File: src/rtl/hazard_fwd_ctrl_if.sv
// hazard_fwd_ctrl_if: ID-stage register-use fields in, EX forwarding selects and pipeline controls out.
interface hazard_fwd_ctrl_if #(parameter int REG_AW = 5, parameter int SEL_W = 2);
    logic              id_valid;
    logic [REG_AW-1:0] id_rs1;
    logic [REG_AW-1:0] id_rs2;
    logic [REG_AW-1:0] id_rd;
    logic              id_regwrite;
    logic              id_memread;
    logic              ex_branch_taken;
    logic              mem_wait;
    logic [SEL_W-1:0]  fwd_a_sel;
    logic [SEL_W-1:0]  fwd_b_sel;
    logic              stall_pc;
    logic              stall_ifid;
    logic              flush_ifid;
    logic              bubble_idex;
    modport master (
        output id_valid, id_rs1, id_rs2, id_rd, id_regwrite, id_memread, ex_branch_taken, mem_wait,
        input  fwd_a_sel, fwd_b_sel, stall_pc, stall_ifid, flush_ifid, bubble_idex
    );
    modport slave (
        input  id_valid, id_rs1, id_rs2, id_rd, id_regwrite, id_memread, ex_branch_taken, mem_wait,
        output fwd_a_sel, fwd_b_sel, stall_pc, stall_ifid, flush_ifid, bubble_idex
    );
endinterface

File: src/rtl/hazard_fwd_ctrl.sv
// hazard_fwd_ctrl: EX operand forwarding, load-use stall and branch flush for the 5-stage RV32I core.
module hazard_fwd_ctrl #(parameter int REG_AW = 5, parameter int SEL_W = 2) (
    input logic              clk,
    input logic              rst,
    hazard_fwd_ctrl_if.slave bus
);
    logic [REG_AW-1:0] ie_rs1, ie_rs2, ie_rd, em_rd, mw_rd;
    logic              ie_rw, ie_mr, ie_v, em_rw, em_v, mw_rw, mw_v;
    logic              em_ok, mw_ok, load_use, bubble;
    assign em_ok = em_v & em_rw & (em_rd != '0);
    assign mw_ok = mw_v & mw_rw & (mw_rd != '0);
    assign bus.fwd_a_sel = (em_ok && em_rd == ie_rs1) ? SEL_W'(2) : (mw_ok && mw_rd == ie_rs1) ? SEL_W'(1) : '0;
    assign bus.fwd_b_sel = (em_ok && em_rd == ie_rs2) ? SEL_W'(2) : (mw_ok && mw_rd == ie_rs2) ? SEL_W'(1) : '0;
    assign load_use = ie_v & ie_mr & (ie_rd != '0) & bus.id_valid & (ie_rd == bus.id_rs1 | ie_rd == bus.id_rs2);
    // mem_wait freezes everything; a pending flush or load-use re-evaluates once it drops
    assign bubble          = ~bus.mem_wait & (bus.ex_branch_taken | load_use);
    assign bus.bubble_idex = bubble;
    assign bus.flush_ifid  = ~bus.mem_wait & bus.ex_branch_taken;
    assign bus.stall_pc    = bus.mem_wait | (load_use & ~bus.ex_branch_taken);
    assign bus.stall_ifid  = bus.stall_pc;
    // a bubble clears only control; register fields still load so the held consumer sees the load in EX/MEM
    always_ff @(posedge clk or posedge rst) begin
        if (rst) begin
            {ie_rs1, ie_rs2, ie_rd, ie_rw, ie_mr, ie_v} <= '0;
            {em_rd, em_rw, em_v} <= '0;
            {mw_rd, mw_rw, mw_v} <= '0;
        end else if (!bus.mem_wait) begin
            {mw_rd, mw_rw, mw_v} <= {em_rd, em_rw, em_v};
            {em_rd, em_rw, em_v} <= {ie_rd, ie_rw, ie_v};
            {ie_rs1, ie_rs2, ie_rd} <= {bus.id_rs1, bus.id_rs2, bus.id_rd};
            ie_v  <= bus.id_valid & ~bubble;
            ie_rw <= bus.id_valid & bus.id_regwrite & ~bubble;
            ie_mr <= bus.id_valid & bus.id_memread & ~bubble;
        end
    end
endmodule

File: src/flat_wrapper.sv
// flat-port wrapper written by rule: the top's interface ports become plain ports
module hazard_fwd_ctrl_flat 
#(parameter int REG_AW = 5, parameter int SEL_W = 2)
  (clk, rst, bus_id_valid, bus_id_rs1, bus_id_rs2, bus_id_rd, bus_id_regwrite, bus_id_memread, bus_ex_branch_taken, bus_mem_wait, bus_fwd_a_sel, bus_fwd_b_sel, bus_stall_pc, bus_stall_ifid, bus_flush_ifid, bus_bubble_idex);
  hazard_fwd_ctrl_if #(.REG_AW(REG_AW), .SEL_W(SEL_W)) bus_i ();
  input logic clk;
  input logic rst;
  input wire logic [$bits(bus_i.id_valid)-1:0] bus_id_valid;
  input wire logic [$bits(bus_i.id_rs1)-1:0] bus_id_rs1;
  input wire logic [$bits(bus_i.id_rs2)-1:0] bus_id_rs2;
  input wire logic [$bits(bus_i.id_rd)-1:0] bus_id_rd;
  input wire logic [$bits(bus_i.id_regwrite)-1:0] bus_id_regwrite;
  input wire logic [$bits(bus_i.id_memread)-1:0] bus_id_memread;
  input wire logic [$bits(bus_i.ex_branch_taken)-1:0] bus_ex_branch_taken;
  input wire logic [$bits(bus_i.mem_wait)-1:0] bus_mem_wait;
  output wire logic [$bits(bus_i.fwd_a_sel)-1:0] bus_fwd_a_sel;
  output wire logic [$bits(bus_i.fwd_b_sel)-1:0] bus_fwd_b_sel;
  output wire logic [$bits(bus_i.stall_pc)-1:0] bus_stall_pc;
  output wire logic [$bits(bus_i.stall_ifid)-1:0] bus_stall_ifid;
  output wire logic [$bits(bus_i.flush_ifid)-1:0] bus_flush_ifid;
  output wire logic [$bits(bus_i.bubble_idex)-1:0] bus_bubble_idex;
  assign bus_i.id_valid = bus_id_valid;
  assign bus_i.id_rs1 = bus_id_rs1;
  assign bus_i.id_rs2 = bus_id_rs2;
  assign bus_i.id_rd = bus_id_rd;
  assign bus_i.id_regwrite = bus_id_regwrite;
  assign bus_i.id_memread = bus_id_memread;
  assign bus_i.ex_branch_taken = bus_ex_branch_taken;
  assign bus_i.mem_wait = bus_mem_wait;
  assign bus_fwd_a_sel = bus_i.fwd_a_sel;
  assign bus_fwd_b_sel = bus_i.fwd_b_sel;
  assign bus_stall_pc = bus_i.stall_pc;
  assign bus_stall_ifid = bus_i.stall_ifid;
  assign bus_flush_ifid = bus_i.flush_ifid;
  assign bus_bubble_idex = bus_i.bubble_idex;
  hazard_fwd_ctrl #(.REG_AW(REG_AW), .SEL_W(SEL_W)) u_core (.clk(clk), .rst(rst), .bus(bus_i));
endmodule
File: config.mk
export PLATFORM = sky130hd
export DESIGN_NAME = hazard_fwd_ctrl_flat
export DESIGN_NICKNAME = d
export VERILOG_FILES = /design/src/rtl/hazard_fwd_ctrl_if.sv /design/src/rtl/hazard_fwd_ctrl.sv /design/src/flat_wrapper.sv
export SDC_FILE = /design/constraint.sdc
export NUM_CORES = 1
export LEC_CHECK = 0
export ABC_AREA = 1
export BUFFER_PORTS_ARGS = -buffer_cell sky130_fd_sc_hd__buf_2
export CORE_UTILIZATION = 25
export DETAILED_ROUTE_END_ITERATION = 8
export PLACE_DENSITY = 0.44
export SLEW_MARGIN = 15
export SYNTH_ARGS = -nofsm -noshare
export SYNTH_HDL_FRONTEND = slang
export SYNTH_SLANG_ARGS = --single-unit
File: constraint.sdc
create_clock -name clk -period 1.1 [get_ports clk]
set_input_delay 0.165 -clock clk [delete_from_list [all_inputs] [get_ports clk]]
set_output_delay 0.165 -clock clk [all_outputs]
set_load 0.01 [all_outputs]
* Yosys cells after proc, flatten, opt, wreduce, memory -nomap -nowiden
Index checks and enable logic that the tools add are counted.
Word-level totals: output and inout bits 8, register bits 32, input bits 22, logic and storage cells 51
Cells by class: bitwise operators 22, eq/ne operators 6, multiplexer cells 4, reduce and logical (&&, ||, !) cells 7
Operator list (number):
- $eq A5 B5 Y1 | 6
- $and A1 B1 Y1 | 16
- $reduce_bool A5 Y1 | 3
- $logic_and A1 B1 Y1 | 4
- $mux W2 | 2
- $not A1 Y1 | 3
- $or A1 B1 Y1 | 3
- $mux W1 | 2

* Depth between registers and ports, before layout
Gate-level depths: netlist of run 1.
depth after elaboration 8, depth in mapped cells 9, depth with buffers taken out 9

* Worst setup path after synthesis of run 1
Ideal clock, no wire load.
kind register to output, start register u_core.ie_rd[0], end output bus_stall_pc, data required time 0.935 ns, path slack -0.212 ns, stages on the path, launching flop included 9, arrival time 1.147 ns, buffers on the path 1, cells stage by stage dfrtp_1 > nor2_1 > nor2_1 > nor2_1 > nand3_1 > nand2_1 > nand2_2 > o21ai_2 > buf_4
On the way: cells in the longest elaborated chain, start to end 6, elaborated cells between the ends (all ways) 9, those cells by class eq/ne: 2; bitwise: 6; reduce/logical: 1
Ends and longest elaborated chain:
- from (decl) | RTL line hazard_fwd_ctrl.sv:7 | logic [REG_AW-1:0] ie_rs1, ie_rs2, ie_rd, em_rd, mw_rd;
- from (signal assigned) | RTL line hazard_fwd_ctrl.sv:30 | {ie_rs1, ie_rs2, ie_rd} <= {bus.id_rs1, bus.id_rs2, bus.id_rd};
- $reduce_bool A5 Y1 | RTL line hazard_fwd_ctrl.sv:14 | assign load_use = ie_v & ie_mr & (ie_rd != '0) & bus.id_valid & (ie_rd == bus.id_rs1 | ie_rd == bus.id_rs2);
- $and A1 B1 Y1 (2 in a row) | RTL line hazard_fwd_ctrl.sv:14
- $and A1 B1 Y1 (*) | RTL line hazard_fwd_ctrl.sv:14
- $and A1 B1 Y1 (*) | RTL line hazard_fwd_ctrl.sv:19 | assign bus.stall_pc = bus.mem_wait | (load_use & ~bus.ex_branch_taken);
- $or A1 B1 Y1 (*) | RTL line hazard_fwd_ctrl.sv:19
- to (decl) | RTL line flat_wrapper.sv:18 | output wire logic [$bits(bus_i.stall_pc)-1:0] bus_stall_pc;
Every way passes the cells marked *; elsewhere a longest branch is shown, timed or not.

* Worst setup path in the final report of run 1
start register u_core.ie_rd[0], end output bus_stall_ifid
On the way: cells in the longest elaborated chain, start to end 6, elaborated cells between the ends (all ways) 9, those cells by class eq/ne: 2; bitwise: 6; reduce/logical: 1
Ends and longest elaborated chain:
- $reduce_bool A5 Y1 | RTL line hazard_fwd_ctrl.sv:14
- $and A1 B1 Y1 (2 in a row) | RTL line hazard_fwd_ctrl.sv:14
- $and A1 B1 Y1 (*) | RTL line hazard_fwd_ctrl.sv:14
- $and A1 B1 Y1 (*) | RTL line hazard_fwd_ctrl.sv:19
- $or A1 B1 Y1 (*) | RTL line hazard_fwd_ctrl.sv:19
- to (decl) | RTL line flat_wrapper.sv:19 | output wire logic [$bits(bus_i.stall_ifid)-1:0] bus_stall_ifid;
Marked as above.

==> results of run 1 <==
layout make-up:
| class | count | share of cell area |
|---|---|---|
| Clock inverter | 2 | 0.0139 |
| Sequential cell | 32 | 0.322 |
| Tap cell | 77 | 0.0383 |
| Inverter | 25 | 0.0373 |
| Clock buffer | 6 | 0.0288 |
| Multi-Input combinational cell | 151 | 0.353 |
| Timing Repair Buffer | 72 | 0.207 |
kinds of logic after synthesis:
logic type             Yosys count  share of synthesized area
buffers and inverters           33                     0.0773
XOR/XNOR                        22                      0.113
AO/OA/AOI/OAI                   26                     0.0809
AND/OR/NAND/NOR                103                      0.258
flip-flops                      32                      0.471
where the power goes:
part	switching [mW]	internal [mW]	total [mW]
clock	0.428	0.672	1.10
sequential	0.143	1.30	1.44
combinational	0.360	0.416	0.776
critical path: stages (launching register included):
cell     delay [ns]
dfrtp_1        0.42
nor2_1         0.13
nor2_2         0.05
nor2_1         0.09
nand3_1        0.07
nand2_1        0.09
nand2_2        0.09
o21ai_4        0.15
buf_2          0.15
worst paths after layout:
path | startpoint | endpoint | slack, ns | cells after the start
worst min register to register | u_core.ie_rw$_DFFE_PP0N_ | u_core.ie_rw$_DFFE_PP0N_ | 0.49 | 2
worst max-delay path | u_core.ie_rd[0]$_DFFE_PP0N_ | bus_stall_ifid | -0.58 | 8
min in group asynchronous | rst | u_core.ie_mr$_DFFE_PP0N_ | 0.48 | 4
max in group asynchronous | rst | u_core.em_rd[3]$_DFFE_PP0N_ | 0.43 | 4
worst max register to register | u_core.ie_rd[0]$_DFFE_PP0N_ | u_core.ie_rw$_DFFE_PP0N_ | -0.32 | 10
worst min-delay path | bus_id_rd[4] | u_core.ie_rd[4]$_DFFE_PP0N_ | 0.09 | 3
state kept, by name, indices dropped and copies added (netlist names):
register       flops
u_core.em_rd       5
u_core.ie_rd       5
u_core.ie_rs1      5
u_core.ie_rs2      5
u_core.mw_rd       5
u_core.em_rw       1
u_core.em_v        1
u_core.ie_mr       1
u_core.ie_rw       1
u_core.ie_v        1
u_core.mw_rw       1
u_core.mw_v        1
cell usage after synthesis:
cell type   n
o21ai_0    24
nand2_2     1
dfrtp_1    32
inv_2       3
inv_1      22
nor3_1      3
nor2_1     12
xnor2_1    12
buf_2       3
nor4_2      2
buf_4       1
xor2_1     10
nand2_1    71
a21oi_2     1
nand3_1     6
clkbuf_1    4
o21ai_2     1
nand4_1     8
cells in the final DEF (no fill, tap or decap), types with 2 or more instances in the layout:
master     n
nand2_1   70
buf_4     37
buf_2     28
dfrtp_1   25
o21ai_0   24
inv_1     19
xor2_1    10
nor2_1     8
nand4_1    8
xnor2_2    7
dfrtp_2    7
inv_2      6
xnor2_1    5
clkbuf_8   5
nor2_2     4
nand3_2    3
nor3_2     3
nand3_1    3
buf_6      3
buf_12     3
nor4_4     2
nand2_2    2
per-layer routing:
metal  vias up  share of wire  wire length, um
li1        818              -                -
met1       645           0.50             2070
met2        34           0.46             1890
met3         4          0.038              158
met4         0         0.0063               26
met5         -              0                0
repair_timing:
item,4_1_cts,5_1_grt
buffers inserted,5,5
resized for setup,9,19
pin swaps,4,12
endpoints found under the hold margin,32,0
setup endpoints to repair,10,10
hold buffers,1,0
==> qor.csv, run 1 <==
stage,metric,value,unit
pwr,leakagePower,1.31,nW
floorplan,die_h,84.5,um
finish,final_util,0.390,
sta,rsz0062_at_grt,true,
synthesis,ys_types,18,
grt,grtUsageTotal,0.130,
grt,grt_util_met2,0.205,
outcome,run_status,finished with violations,
synthesis,synth_top_area_share,0.471,
finish,n_antenna_cell,0,
grt,overflow,0,
finish,finalNetCount,309,
sta,maxSlewHeadroom,0.832,
synthesis,synthTopCellsByArea,"dfrtp_1, nand2_1, o21ai_0",
synthesis,syn_inst,216,
placed_design,dp_slack,-0.299,ns
floorplan,rows,29,
clock_network,cts_buffers,5,
floorplan,initial_core_util,0.263,
pwr,ir_drop,0.000933,V
grt,grt_pass1_wl,7.18,mm
sta,slew_violations,0,
finish,fin_cells,365,
route,via_count,1501,
clock_network,cts_buffer_depth,2,
floorplan,fp.dieW,84.5,um
grt,grtUsageMet3,0.0315,
placed_design,dp.cells,346,
sta,tightest_slew,0.251,ns
critical_path,worstPathArrival,1.51,ns
critical_path,worstSetupStartpointType,flop,
finish,final_area,0.00252,mm^2
clock_network,clk_pin_slew,0.07,ns
grt,top_usage_layer,met2,
grt,grt_max_degree,45,
synthesis,yosys_warnings,0,
pwr,total_power,3.31,mW
route,drc_errors,2,
clock_network,cts_tree,yes,
finish,fillers,687,
pwr,power_density,1320,mW/mm^2
sta,fin_skew,0.00335,ns
synthesis,yosysSeqAreaShare,0.471,
job,cap_violations,0,
placed_design,gp_congestion,0.777,
outcome,violations,"design-rule violations, negative setup slack",
placed_design,port_buffers,29,
sta,fmax,0.596,GHz
synthesis,synth_seq_cells,32,
critical_path,cp_max_fo,5,
sta,period_needed,1.68,ns
floorplan,core-area,0.00646,mm^2
worst_hold_path,hold_path.class,primary input to flop,
synthesis,yosys.area.top_type,dfrtp_1,
sta,setup_ws,-0.577,ns
critical_path,worstSetupEndpointType,output pin,
clock_network,cts_sinks,32,
grt,antenna_found_initial,0,
floorplan,die-area,0.00714,mm^2
clock_network,cts.htree.levels,2,
route,antenna_left,0,
critical_path,required,0.94,ns
placed_design,dp_hpwl,3.08,mm
finish,multi_input_area,888,um^2
sta,tns,-4.72,ns
route,routedWlPerCell,11.4,um
synthesis,synthesis.area,0.00170,mm^2
grt,grt_pass1_vias,1509,
sta,setup_violations,10,
critical_path,worstSetupPathType,flop to output pin,
synthesis,syn_avg_cell_area,7.87,um^2
route,drt-total-wl,4.15,mm
route,drt_iter0_drc,70,
grt,use_met1,0.179,
synthesis,synth.net_count,238,
floorplan,io_pins,30,
sta,hold_ws,0.0886,ns
sta,hold_viol,0,
finish,ff_latch_area,810,um^2
clock_network,clockRootBuffer,clkbuf_8,
placed_design,place_area,0.00222,mm^2
finish,syn_to_final_growth,48.0,%
sta,fin_crit_sh,1.52,
clock_network,clk_latency,0.28,ns
route,drt-pass1-iter-count,6,
finish,drive_gt1_frac,0.396,
route,via_per_inst,4.11,
No activity file was read; power rests on OpenSTA's default activity.
==> run 2, diff against run 1 <==
- CORE_UTILIZATION: 25 -> 45
- PLACE_DENSITY: 0.44 -> 0.7
==> run 2 against run 1 <==
The flow finishes with violations (negative setup slack). First-iteration DRC count fell by 8.6%. Sequential share of layout area increased by 2.3 points. Worst setup slack got worse by 0.043 ns. Sequential power about the same. Combinational power fell by 7.9%. Power fell by 7.4%. Critical path depth did not move. Final area down 7.2%. Wire length shrank 7.4%. Core utilization grew 28 points. Clock power down 16%. Via count grew 2.7%. Largest cell class unchanged.
==> qor.csv, run 2 (synthesis results as in run 1) <==
stage,metric,value,unit,change
grt,grt_max_degree,45,,unchanged
clock_network,clockRootBuffer,clkbuf_8,,unchanged
pwr,p_int,2.15,mW,was 2.38 mW
floorplan,io_pins,30,,unchanged
worst_hold_path,hold_path.class,primary input to flop,,unchanged
route,routedWlPerCell,11.9,um,was 11.4 um
grt,antenna_found_initial,0,,unchanged
route,wl_met1,1.73,mm,was 2.07 mm
job,cap_violations,0,,unchanged
sta,period_needed,1.72,ns,was 1.68 ns
critical_path,required,0.94,ns,about the same
route,drt-pass1-iter-count,5,,was 6
route,drt_iter0_drc,64,,was 70
sta,setup_ws,-0.620,ns,was -0.577 ns
clock_network,clk_pin_slew,0.07,ns,about the same
placed_design,gp_congestion,0.874,,was 0.777
route,via_per_inst,4.77,,was 4.11
sta,tightest_slew,0.304,ns,was 0.251 ns
floorplan,fp.dieW,63.5,um,was 84.5 um
sta,maxSlewHeadroom,0.797,,was 0.832
sta,hold_viol,0,,unchanged
outcome,violations,negative setup slack,,"was design-rule violations, negative setup slack"
clock_network,cts_tree,yes,,unchanged
sta,fmax,0.581,GHz,was 0.596 GHz
sta,fin_crit_sh,1.56,,was 1.52
finish,syn_to_final_growth,37.5,%,was 48.0%
clock_network,cts_buffers,5,,unchanged
route,drt-total-wl,3.84,mm,was 4.15 mm
route,route.met3.wl,132,um,was 158 um
grt,grtUsageTotal,0.209,,was 0.130
placed_design,port_buffers,29,,unchanged
critical_path,worstSetupEndpointType,output pin,,unchanged
pwr,leakagePower,1.23,nW,was 1.31 nW
critical_path,cp_max_fo,5,,unchanged
grt,overflow,0,,unchanged
clock_network,clk_latency,0.28,ns,about the same
finish,fillers,297,,was 687
route,topRoutingLayerUsed,met4,,unchanged
floorplan,core-area,0.00347,mm^2,was 0.00646 mm^2
grt,grt_pass1_wl,6.39,mm,was 7.18 mm
route,antenna_left,0,,unchanged
sta,rsz0062_at_grt,true,,unchanged
placed_design,dp_slack,-0.274,ns,was -0.299 ns
clock_network,cts.htree.levels,2,,unchanged
pwr,clock_power_share,0.300,,was 0.332
critical_path,worstSetupPathType,flop to output pin,,unchanged
floorplan,rows,21,,was 29
finish,n_antenna_cell,0,,unchanged
pwr,switching_share,0.298,,was 0.281
pwr,power_density,1310,mW/mm^2,was 1320 mW/mm^2
outcome,run_status,finished with violations,,unchanged
pwr,ir_drop,0.000791,V,was 0.000933 V
pwr,power.switching,0.913,mW,was 0.930 mW
clock_network,cts_sinks,32,,unchanged
finish,final_cell_mix,"nand2_1, buf_2, dfrtp_1",,"was nand2_1, buf_4, buf_2"
grt,grt_pass1_vias,1455,,was 1509
pwr,combPwrFrac,0.233,,was 0.234
critical_path,worstPathArrival,1.55,ns,was 1.51 ns
route,met2_length,1.80,mm,was 1.89 mm
clock_network,cts_buffer_depth,2,,unchanged
route,drc_errors,0,,was 2
pwr,pwr-share-seq,0.467,,was 0.434
sta,setup_violations,10,,unchanged
finish,finalNetCount,298,,was 309
floorplan,die-area,0.00403,mm^2,was 0.00714 mm^2
finish,mostFrequentLayoutCell,nand2_1,,unchanged
finish,drive_gt1_frac,0.339,,was 0.396
finish,final_util,0.674,,was 0.390
route,via_count,1541,,was 1501
floorplan,initial_core_util,0.490,,was 0.263
sta,slew_violations,0,,unchanged
sta,fin_skew,0.00812,ns,was 0.00335 ns
critical_path,worstSetupStartpointType,flop,,unchanged
floorplan,die_h,63.5,um,was 84.5 um
placed_design,dp_hpwl,2.78,mm,was 3.08 mm
==> run 2: cell count changes in the layout (fill, tap and decap cells not counted), sizes merged <==
cell	change
clkinv	+1
bufinv	-1
buf	-11
==> run 2: cell type report <==
cell class,instances,area [um^2],share of cell area
clock buffers,6,82.6,0.0353
repair buffers,61,433,0.185
flip-flops and latches,32,805,0.344
clock inverters,2,10.0,0.00428
inverters,25,93.8,0.0401
multi-input cells,151,856,0.366
well taps,46,57.6,0.0246
==> run 2: timing repair <==
item,CTS,global route
endpoints found under the hold margin,32,0
gates resized for setup,2,15
setup endpoints to repair,10,10
pin swaps,3,4
hold buffers,1,0
cloned,0,0
buffers inserted,2,3
==> run 2: worst paths after layout <==
check	end	slack, ns	depth (start not counted)	startpoint
max	bus_stall_ifid	-0.62	8	u_core.ie_rd[0]$_DFFE_PP0N_
min	u_core.ie_rd[1]$_DFFE_PP0N_	0.09	3	bus_id_rd[1]
max in group asynchronous	u_core.em_rd[4]$_DFFE_PP0N_	0.45	4	rst
max reg2reg	u_core.ie_v$_DFFE_PP0N_	-0.40	10	u_core.ie_rd[0]$_DFFE_PP0N_
min reg2reg	u_core.ie_rw$_DFFE_PP0N_	0.47	2	u_core.ie_rw$_DFFE_PP0N_
min in group asynchronous	u_core.ie_rd[3]$_DFFE_PP0N_	0.46	4	rst
==> run 2: power by group through the flow <==
stage / registers [mW] / logic [mW] / clock network, mW
floorplan: 1.42 / 0.380 / 0
global placement: 1.43 / 0.629 / 0
detailed placement: 1.44 / 0.642 / 0
CTS: 1.42 / 0.672 / 0.942
global route: 1.45 / 0.791 / 1.01
finish: 1.43 / 0.715 / 0.920
==> run 2: layer usage <==
metal	vias to the layer above	global-route usage
li1	799	-
met4	0	0.105
met5	-	0
met2	42	0.331
met1	683	0.275
met3	17	0.0326
==> run 2: critical path, stage by stage (launching register included) <==
cell and delay (ns):
dfrtp_2 0.44, nor2_2 0.09, nor2_1 0.05, nor2_1 0.12
nand3_1 0.11, nand2_1 0.11, nand2_2 0.09, o21ai_4 0.12
buf_2 0.14
==> run 2: through the flow <==
step	instance area (um^2)	hold WS [ns]	total power, mW	setup TNS (ns)	std cells
final	2340	0.0870	3.07	-5.11	323
after global routing	2340	0.0956	3.25	-5.79	323
after CTS	2270	0.0862	3.03	-4.84	320
after detailed placement	2130	0.220	2.08	-2.41	309
after global placement	2130	0.215	2.06	-2.19	309
after floorplan	1740	0.275	1.80	-0.585	216
